===== config.mk =====
export PLATFORM = sky130hd
export DESIGN_NAME = seq_divider_flat
export DESIGN_NICKNAME = d
export VERILOG_FILES = /design/src/rtl/md_pkg.sv /design/src/rtl/seq_divider_if.sv /design/src/rtl/seq_divider_div_step.sv /design/src/rtl/seq_divider.sv /design/src/flat_wrapper.sv
export SDC_FILE = /design/constraint.sdc
export NUM_CORES = 1
export LEC_CHECK = 0
export ABC_CLOCK_PERIOD_IN_PS = 3250
export CELL_PAD_IN_SITES_DETAIL_PLACEMENT = 1
export CELL_PAD_IN_SITES_GLOBAL_PLACEMENT = 2
export CORE_MARGIN = 3
export CORE_UTILIZATION = 32
export DETAILED_ROUTE_END_ITERATION = 8
export GPL_ROUTABILITY_DRIVEN = 0
export PLACE_DENSITY = 0.78
export SLEW_MARGIN = 20
export SYNTH_ARGS = -nofsm -noshare
export SYNTH_HDL_FRONTEND = slang
export SYNTH_SLANG_ARGS = --single-unit
export TNS_END_PERCENT = 1

===== constraint.sdc =====
create_clock -name clk -period 3.25 [get_ports clk]
set_clock_uncertainty 0.05 [all_clocks]
set_input_delay 0.8125 -clock clk [delete_from_list [all_inputs] [get_ports clk]]
set_output_delay 0.8125 -clock clk [all_outputs]
set_load 0.02 [all_outputs]

===== src/rtl/md_pkg.sv =====
// Shared definitions for the multiply/divide unit: FSM states, iteration
// count, count width and the divide-by-zero result constants.
package md_pkg;

  typedef enum logic [1:0] {
    IDLE = 2'd0,
    RUN  = 2'd1,
    FIX  = 2'd2
  } md_state_e;

  localparam int unsigned DIV_W    = 32;
  localparam int unsigned DIV_ITER = 32;
  localparam int unsigned CNT_W    = 6;

  // Divide by zero: quotient is all-ones, remainder is the original dividend.
  localparam logic             DIV_DZ_FILL = 1'b1;
  localparam logic [DIV_W-1:0] DIV_DZ_QUOT = {DIV_W{DIV_DZ_FILL}};

endpackage


===== src/rtl/seq_divider_if.sv =====
// Request/result bundle between the EX-stage issue logic and seq_divider.
//   master: drives start/is_signed/abort/dividend/divisor, sees results.
//   slave : the divider itself.
interface seq_divider_if #(
  parameter int unsigned WIDTH = 32
);
  import md_pkg::*;

  logic                 start;
  logic                 is_signed;
  logic                 abort;
  logic [WIDTH-1:0]     dividend;
  logic [WIDTH-1:0]     divisor;
  logic [WIDTH-1:0]     quotient;
  logic [WIDTH-1:0]     remainder;
  logic                 done;
  logic                 busy;
  logic [CNT_W-1:0]     count;

  modport master (
    output start, is_signed, abort, dividend, divisor,
    input  quotient, remainder, done, busy, count
  );

  modport slave (
    input  start, is_signed, abort, dividend, divisor,
    output quotient, remainder, done, busy, count
  );

endinterface


===== src/rtl/seq_divider_div_step.sv =====
// One restoring-division iteration (combinational).
//   rem_i/wq_i : partial remainder and working quotient before the step
//   dvs_i      : divisor magnitude
//   rem_o/wq_o : partial remainder and working quotient after the step
module div_step #(
  parameter int unsigned WIDTH = 32
) (
  input  logic [WIDTH:0]   rem_i,
  input  logic [WIDTH-1:0] wq_i,
  input  logic [WIDTH-1:0] dvs_i,
  output logic [WIDTH:0]   rem_o,
  output logic [WIDTH-1:0] wq_o
);

  logic [2*WIDTH:0] sh;
  logic [WIDTH+1:0] diff;

  // Shift {rem, wq} left, trial-subtract, keep the difference if non-negative.
  always_comb begin
    sh   = {rem_i, wq_i} << 1;
    diff = {1'b0, sh[2*WIDTH:WIDTH]} - {2'b00, dvs_i};
    if (!diff[WIDTH+1]) begin
      rem_o = diff[WIDTH:0];
      wq_o  = {sh[WIDTH-1:1], 1'b1};
    end else begin
      rem_o = sh[2*WIDTH:WIDTH];
      wq_o  = sh[WIDTH-1:0];
    end
  end

endmodule


===== src/rtl/seq_divider.sv =====
// Iterative radix-2 restoring divider (signed/unsigned), ITER+1 cycle latency.
//   clk   : rising-edge clock
//   reset : asynchronous active-low reset
//   bus   : slave side of seq_divider_if (start/abort/operands in,
//           quotient/remainder/done/busy/count out, all registered)
module seq_divider
  import md_pkg::*;
#(
  parameter int unsigned WIDTH = DIV_W,
  parameter int unsigned ITER  = WIDTH
) (
  input  logic          clk,
  input  logic          reset,
  seq_divider_if.slave  bus
);

  md_state_e          state_q, state_d;
  logic [WIDTH:0]     rem_q, rem_d;
  logic [WIDTH-1:0]   wq_q, wq_d;
  logic [WIDTH-1:0]   dvs_q, dvs_d;
  logic [WIDTH-1:0]   dvd_q, dvd_d;
  logic               q_neg_q, q_neg_d;
  logic               r_neg_q, r_neg_d;
  logic               dz_q, dz_d;
  logic [WIDTH-1:0]   quotient_q, quotient_d;
  logic [WIDTH-1:0]   remainder_q, remainder_d;
  logic               done_q, done_d;
  logic               busy_q, busy_d;
  logic [CNT_W-1:0]   count_q, count_d;

  logic               launch;
  logic               a_neg, b_neg;
  logic [WIDTH-1:0]   a_mag, b_mag;
  logic [WIDTH:0]     step_rem;
  logic [WIDTH-1:0]   step_wq;

  // Operand sign/magnitude; magnitudes are plain WIDTH-bit unsigned values.
  always_comb begin
    launch = bus.start && !bus.abort;
    a_neg  = bus.is_signed && bus.dividend[WIDTH-1];
    b_neg  = bus.is_signed && bus.divisor[WIDTH-1];
    a_mag  = a_neg ? -bus.dividend : bus.dividend;
    b_mag  = b_neg ? -bus.divisor  : bus.divisor;
  end

  div_step #(.WIDTH(WIDTH)) u_step (
    .rem_i (rem_q),
    .wq_i  (wq_q),
    .dvs_i (dvs_q),
    .rem_o (step_rem),
    .wq_o  (step_wq)
  );

  // State register.
  always_ff @(posedge clk or negedge reset) begin
    if (!reset) state_q <= IDLE;
    else        state_q <= state_d;
  end

  // Next state; abort overrides everything. count_q == 2 marks the last RUN edge.
  always_comb begin
    state_d = state_q;
    unique case (state_q)
      IDLE:    if (launch) state_d = RUN;
      RUN:     if (count_q == CNT_W'(2)) state_d = FIX;
      FIX:     state_d = IDLE;
      default: state_d = IDLE;
    endcase
    if (bus.abort) state_d = IDLE;
  end

  // Datapath and output next values.
  always_comb begin
    rem_d       = rem_q;
    wq_d        = wq_q;
    dvs_d       = dvs_q;
    dvd_d       = dvd_q;
    q_neg_d     = q_neg_q;
    r_neg_d     = r_neg_q;
    dz_d        = dz_q;
    quotient_d  = quotient_q;
    remainder_d = remainder_q;
    done_d      = 1'b0;
    count_d     = count_q;
    busy_d      = (state_d != IDLE);
    unique case (state_q)
      IDLE: begin
        if (launch) begin
          rem_d   = '0;
          wq_d    = a_mag;
          dvs_d   = b_mag;
          dvd_d   = bus.dividend;
          q_neg_d = a_neg ^ b_neg;
          r_neg_d = a_neg;
          dz_d    = (bus.divisor == '0);
          count_d = CNT_W'(ITER + 1);
        end
      end
      RUN: begin
        rem_d   = step_rem;
        wq_d    = step_wq;
        count_d = count_q - CNT_W'(1);
      end
      FIX: begin
        if (dz_q) begin
          quotient_d  = {WIDTH{DIV_DZ_FILL}};
          remainder_d = dvd_q;
        end else begin
          quotient_d  = q_neg_q ? -wq_q : wq_q;
          remainder_d = r_neg_q ? -rem_q[WIDTH-1:0] : rem_q[WIDTH-1:0];
        end
        done_d  = 1'b1;
        count_d = '0;
      end
      default: ;
    endcase
    // Flush: drop the operation, keep the last published results.
    if (bus.abort) begin
      quotient_d  = quotient_q;
      remainder_d = remainder_q;
      done_d      = 1'b0;
      count_d     = '0;
    end
  end

  // Datapath and output registers.
  always_ff @(posedge clk or negedge reset) begin
    if (!reset) begin
      rem_q       <= '0;
      wq_q        <= '0;
      dvs_q       <= '0;
      dvd_q       <= '0;
      q_neg_q     <= 1'b0;
      r_neg_q     <= 1'b0;
      dz_q        <= 1'b0;
      quotient_q  <= '0;
      remainder_q <= '0;
      done_q      <= 1'b0;
      busy_q      <= 1'b0;
      count_q     <= '0;
    end else begin
      rem_q       <= rem_d;
      wq_q        <= wq_d;
      dvs_q       <= dvs_d;
      dvd_q       <= dvd_d;
      q_neg_q     <= q_neg_d;
      r_neg_q     <= r_neg_d;
      dz_q        <= dz_d;
      quotient_q  <= quotient_d;
      remainder_q <= remainder_d;
      done_q      <= done_d;
      busy_q      <= busy_d;
      count_q     <= count_d;
    end
  end

  assign bus.quotient  = quotient_q;
  assign bus.remainder = remainder_q;
  assign bus.done      = done_q;
  assign bus.busy      = busy_q;
  assign bus.count     = count_q;

endmodule


===== src/flat_wrapper.sv =====
// flat-port wrapper written by rule: the top's interface ports become plain ports
module seq_divider_flat import md_pkg::*;
#(
  parameter int unsigned WIDTH = DIV_W,
  parameter int unsigned ITER  = WIDTH
)
  (clk, reset, bus_start, bus_is_signed, bus_abort, bus_dividend, bus_divisor, bus_quotient, bus_remainder, bus_done, bus_busy, bus_count);
  seq_divider_if #(.WIDTH(WIDTH)) bus_i ();
  input  logic clk;
  input  logic reset;
  input wire logic [$bits(bus_i.start)-1:0] bus_start;
  input wire logic [$bits(bus_i.is_signed)-1:0] bus_is_signed;
  input wire logic [$bits(bus_i.abort)-1:0] bus_abort;
  input wire logic [$bits(bus_i.dividend)-1:0] bus_dividend;
  input wire logic [$bits(bus_i.divisor)-1:0] bus_divisor;
  output wire logic [$bits(bus_i.quotient)-1:0] bus_quotient;
  output wire logic [$bits(bus_i.remainder)-1:0] bus_remainder;
  output wire logic [$bits(bus_i.done)-1:0] bus_done;
  output wire logic [$bits(bus_i.busy)-1:0] bus_busy;
  output wire logic [$bits(bus_i.count)-1:0] bus_count;
  assign bus_i.start = bus_start;
  assign bus_i.is_signed = bus_is_signed;
  assign bus_i.abort = bus_abort;
  assign bus_i.dividend = bus_dividend;
  assign bus_i.divisor = bus_divisor;
  assign bus_quotient = bus_i.quotient;
  assign bus_remainder = bus_i.remainder;
  assign bus_done = bus_i.done;
  assign bus_busy = bus_i.busy;
  assign bus_count = bus_i.count;
  seq_divider #(.WIDTH(WIDTH), .ITER(ITER)) u_core (.clk(clk), .reset(reset), .bus(bus_i));
endmodule

==> summary by stage, run 1 <==
Outcome
The run finished with clean final reports.

Placed design
The detailed placer's ending HPWL is 32500 um. The worst-case setup slack after placement is -0.523 ns. Buffers placed on the I/O ports in this run total 140. The post-place instance area is 16100 um2.

Yosys
The most used flip-flop cell after synthesis is sky130_fd_sc_hd__dfrtp_1. After synthesis, the share of flip-flops with an asynchronous set or reset is 100%. The cell area after technology mapping is 13000 um2.

After synthesis the netlist holds a flip-flop and latch count of 205. The cell count after synthesis is 1524. When the netlist entered floorplanning its net count stood at 1635. Yosys attributes the largest share of cell area to sky130_fd_sc_hd__dfrtp_1, sky130_fd_sc_hd__o21ai_0, sky130_fd_sc_hd__xor2_1, sky130_fd_sc_hd__a21oi_1, sky130_fd_sc_hd__nand2_1. By count the netlist is led by sky130_fd_sc_hd__dfrtp_1, sky130_fd_sc_hd__nand2_1, sky130_fd_sc_hd__o21ai_0.

Summing the sequential cell areas from Yosys gives 39.6% of the chip area. The netlist uses 59 different library cells. The cell with the most instances after synthesis is sky130_fd_sc_hd__dfrtp_1. In this run, synthesis inferred 0 flip-flops with an integrated enable. After synthesis, the largest area contributor takes up 39.6% of total cell area. Each instance of the synthesized netlist takes up on average 8.50 um2. For this run, the number of Yosys warnings is 0. The library cell with the largest summed area after synthesis is sky130_fd_sc_hd__dfrtp_1.

Floorplan
The die covers 42900 um2. The die is 207 um tall. The horizontal die dimension is 207 um. The I/O pin count is 141. The floorplan has 73 rows.

The core box area is 39800 um2. The initial core utilization is 32.5%.

Timing
The max-slew violation total from the final report was 0. The final number of hold-violating endpoints is 0. Once routing completed, OpenROAD measured the worst setup slack at 0.00546 ns.

The top achievable clock speed is 0.308 GHz. The final setup violation count is 0. Dividing the final minimum period by the clock period gives 99.8%.

The relative max-transition margin is 44.5%. The worst hold slack across all endpoints is 0.128 ns. The shortest period the worst path allows is 3.24 ns.

Setup repair after global routing could not meet its margin everywhere. For the pin with the worst max-slew slack, the measured transition is 0.833 ns.

Power
IR analysis of the VDD net gives a maximum drop of 0.323 mV. The total power density per cell area is 643 nW/um2. The reported leakage power is 7.61 nW. The overall power after layout is 10.9 mW.

Run
Max-cap violations in this run came to 0.

Clock tree
The hold buffer count at cts is 0. The H-tree depth reported by CTS is 1. The clock-pin slew on the worst setup and hold paths is 0.06 ns. Clock tree synthesis inserted a total of 26 buffers. The clock tree from TritonCTS is built. The clock insertion delay at the later pin of the skew report is 0.54 ns.

The clock net in this run drives a total of 205 sinks. CTS placed an instance of sky130_fd_sc_hd__clkbuf_16 at the clock tree root. The maximum clock insertion buffer count is 3.

Route
The sum of routed wire length over all layers is 41800 um. The number of design rule violations left after detail routing is 0. The final route contains 11897 vias. The wire length per cell is 18.0 um. In the routed layout, each cell is associated on average with a via count of 5.11.

The number of nets with antenna violations after routing is 0. The number of design-rule violations left by the first detailed-router iteration is 480. The first detailed-routing pass took 5 iterations.

Layout
Once layout is done, the placed cells without fillers occupy 17000 um2. Of the cells placed in the final design, the portion with a size suffix greater than 1 is 16.0%. The multi-input combinational cells in the finished layout cover a total of 7380 um2.

The final layout contains 1893 nets. The layout-stage area growth over the synthesis result is 31.4%. The footprint of the flip-flops and latches is 5130 um2. The number of antenna diodes in the final layout is 0.

The number of fill cells is 4730.

Worst setup path
At the worst endpoint, the arrival time is 3.61 ns. STA classifies the critical path startpoint as a register. The worst register-to-register path begins at u_core.rem_q[9]$_DFFE_PN0P_. The critical path starts at u_core.rem_q[9]$_DFFE_PN0P_. The category of the most critical setup path is register to register.

Of all nets on the critical path, the largest fanout is 5. The worst setup path is captured at a register. The data required time at the worst endpoint is 3.61 ns.

Min path
The path class of the tightest hold or removal check is input pin to async pin.

Global route
The first-pass GRT wire length is 67300 um. The number of global-route vias before repair is 12414. Entering global routing, the biggest net connects 116 pins. The total global routing track utilization is 18.9%. The aggregate global routing overflow is 0. The initial antenna violation count was 0.
==> timing repair <==
item | CTS | global route
cloned | 0 | 1
pin swaps | 1 | 3
setup buffers | 1 | 0
gates resized for setup | 3 | 15
setup endpoints to repair | 33 | 38
==> critical path: stages, from the launching register on <==
cell	delay, ns
sky130_fd_sc_hd__dfrtp_1	0.42
sky130_fd_sc_hd__buf_4	0.17
sky130_fd_sc_hd__or4_4	0.52
sky130_fd_sc_hd__or3_1	0.36
sky130_fd_sc_hd__or3_4	0.41
sky130_fd_sc_hd__or4_4	0.49
sky130_fd_sc_hd__o21ai_1	0.17
sky130_fd_sc_hd__xor2_1	0.26
sky130_fd_sc_hd__nor2_1	0.07
sky130_fd_sc_hd__a21oi_1	0.12
sky130_fd_sc_hd__o21ai_0	0.09
==> sequential cells by signal, summed over array words and instances, names as in the netlist <==
register / count
u_core.bus.busy: 1
u_core.bus.quotient: 32
u_core.bus.done: 1
u_core.dz_q: 1
u_core.wq_q: 32
u_core.rem_q: 32
u_core.state_q: 2
u_core.r_neg_q: 1
u_core.bus.count: 6
u_core.dvs_q: 32
u_core.dvd_q: 32
u_core.q_neg_q: 1
u_core.bus.remainder: 32
==> per-layer routing <==
metal	share of wire (%)	vias to the layer above	GRT usage [%]
li1	-	5878	-
met2	49	177	33.6
met5	0	-	0
met1	46	5793	25.2
met4	2.1	0	4.00
met3	2.7	49	1.74
==> cell type report <==
cell class	count	area share (%)
multi-input combinational	1180	43.4
inverter	55	1.21
tap	525	3.86
clock inverter	12	0.890
sequential	205	30.2
timing repair buffer	314	16.4
clock buffer	36	4.16
==> path summary, 6_finish.rpt <==
kind	slack, ns	endpoint	depth (start not counted)
setup / recovery	0.005	u_core.bus.remainder[27]$_DFFE_PN0P_	10
hold / removal	0.13	u_core.bus.count[2]$_DFFE_PN0P_	1
setup reg to reg	0.005	u_core.bus.remainder[27]$_DFFE_PN0P_	10
hold reg to reg	0.43	u_core.dvs_q[10]$_DFFE_PN0P_	2
max in group asynchronous	2.32	u_core.dz_q$_DFFE_PN0P_	2
min in group clk	0.43	u_core.dvs_q[10]$_DFFE_PN0P_	2
==> layout by cell type, fill, tap and decap left out, types with 11 or more instances in the layout <==
master,count
sky130_fd_sc_hd__dfrtp_1,204
sky130_fd_sc_hd__nand2_1,199
sky130_fd_sc_hd__o21ai_0,174
sky130_fd_sc_hd__buf_4,168
sky130_fd_sc_hd__a21oi_1,145
sky130_fd_sc_hd__clkdlybuf4s50_1,139
sky130_fd_sc_hd__nor2_1,125
sky130_fd_sc_hd__xor2_1,91
sky130_fd_sc_hd__inv_1,54
sky130_fd_sc_hd__xnor2_1,51
sky130_fd_sc_hd__ha_1,40
sky130_fd_sc_hd__mux2i_1,36
sky130_fd_sc_hd__o31ai_1,30
sky130_fd_sc_hd__mux2_2,30
sky130_fd_sc_hd__clkbuf_16,27
sky130_fd_sc_hd__or3_1,21
sky130_fd_sc_hd__nor3_1,20
sky130_fd_sc_hd__nand3_1,19
sky130_fd_sc_hd__a21o_1,15
sky130_fd_sc_hd__a31oi_1,11
sky130_fd_sc_hd__o211ai_1,11
sky130_fd_sc_hd__or4_1,11
sky130_fd_sc_hd__o41ai_1,11
==> cell families (layout without fill, tap and decap cells) <==
| kind of cell | count (synthesis) | after routing | synth area share (%) |
|---|---|---|---|
| AND/OR/NAND/NOR | 466 | 466 | 16.3 |
| AO/OA/AOI/OAI | 464 | 464 | 20.9 |
| flip-flops | 205 | 205 | 39.6 |
| XOR/XNOR | 142 | 142 | 9.60 |
| buffers and inverters | 139 | 417 | 4.12 |
| multiplexers | 66 | 66 | 5.39 |
| adder cells (fa/ha/maj) | 42 | 42 | 4.12 |
==> metrics by stage <==
| stage | instances | util, % | setup TNS (ns) |
|---|---|---|---|
| detailed placement | 2277 | 40.3 | -8.21 |
| global route | 2327 | 42.7 | -0.275 |
| finish | 2327 | 42.7 | 0 |
| CTS | 2326 | 42.5 | 0 |
| global placement | 2277 | 40.3 | -5.24 |
| floorplan | 1524 | - | 0 |
==> report_power, final <==
part	internal, mW	leakage [nW]	switching [mW]	total [mW]
clock network	1.76	0.417	1.15	2.91
registers	2.96	2.64	0.441	3.40
logic	2.10	4.56	2.53	4.63
Power figures use the tool's default switching activity.
==> inputs of run 2 (changes only) <==
CAP_MARGIN = 20   (was unset)
==> results of run 2 <==
Same layout as run 1: the final DEF is identical, and so are final timing and power.
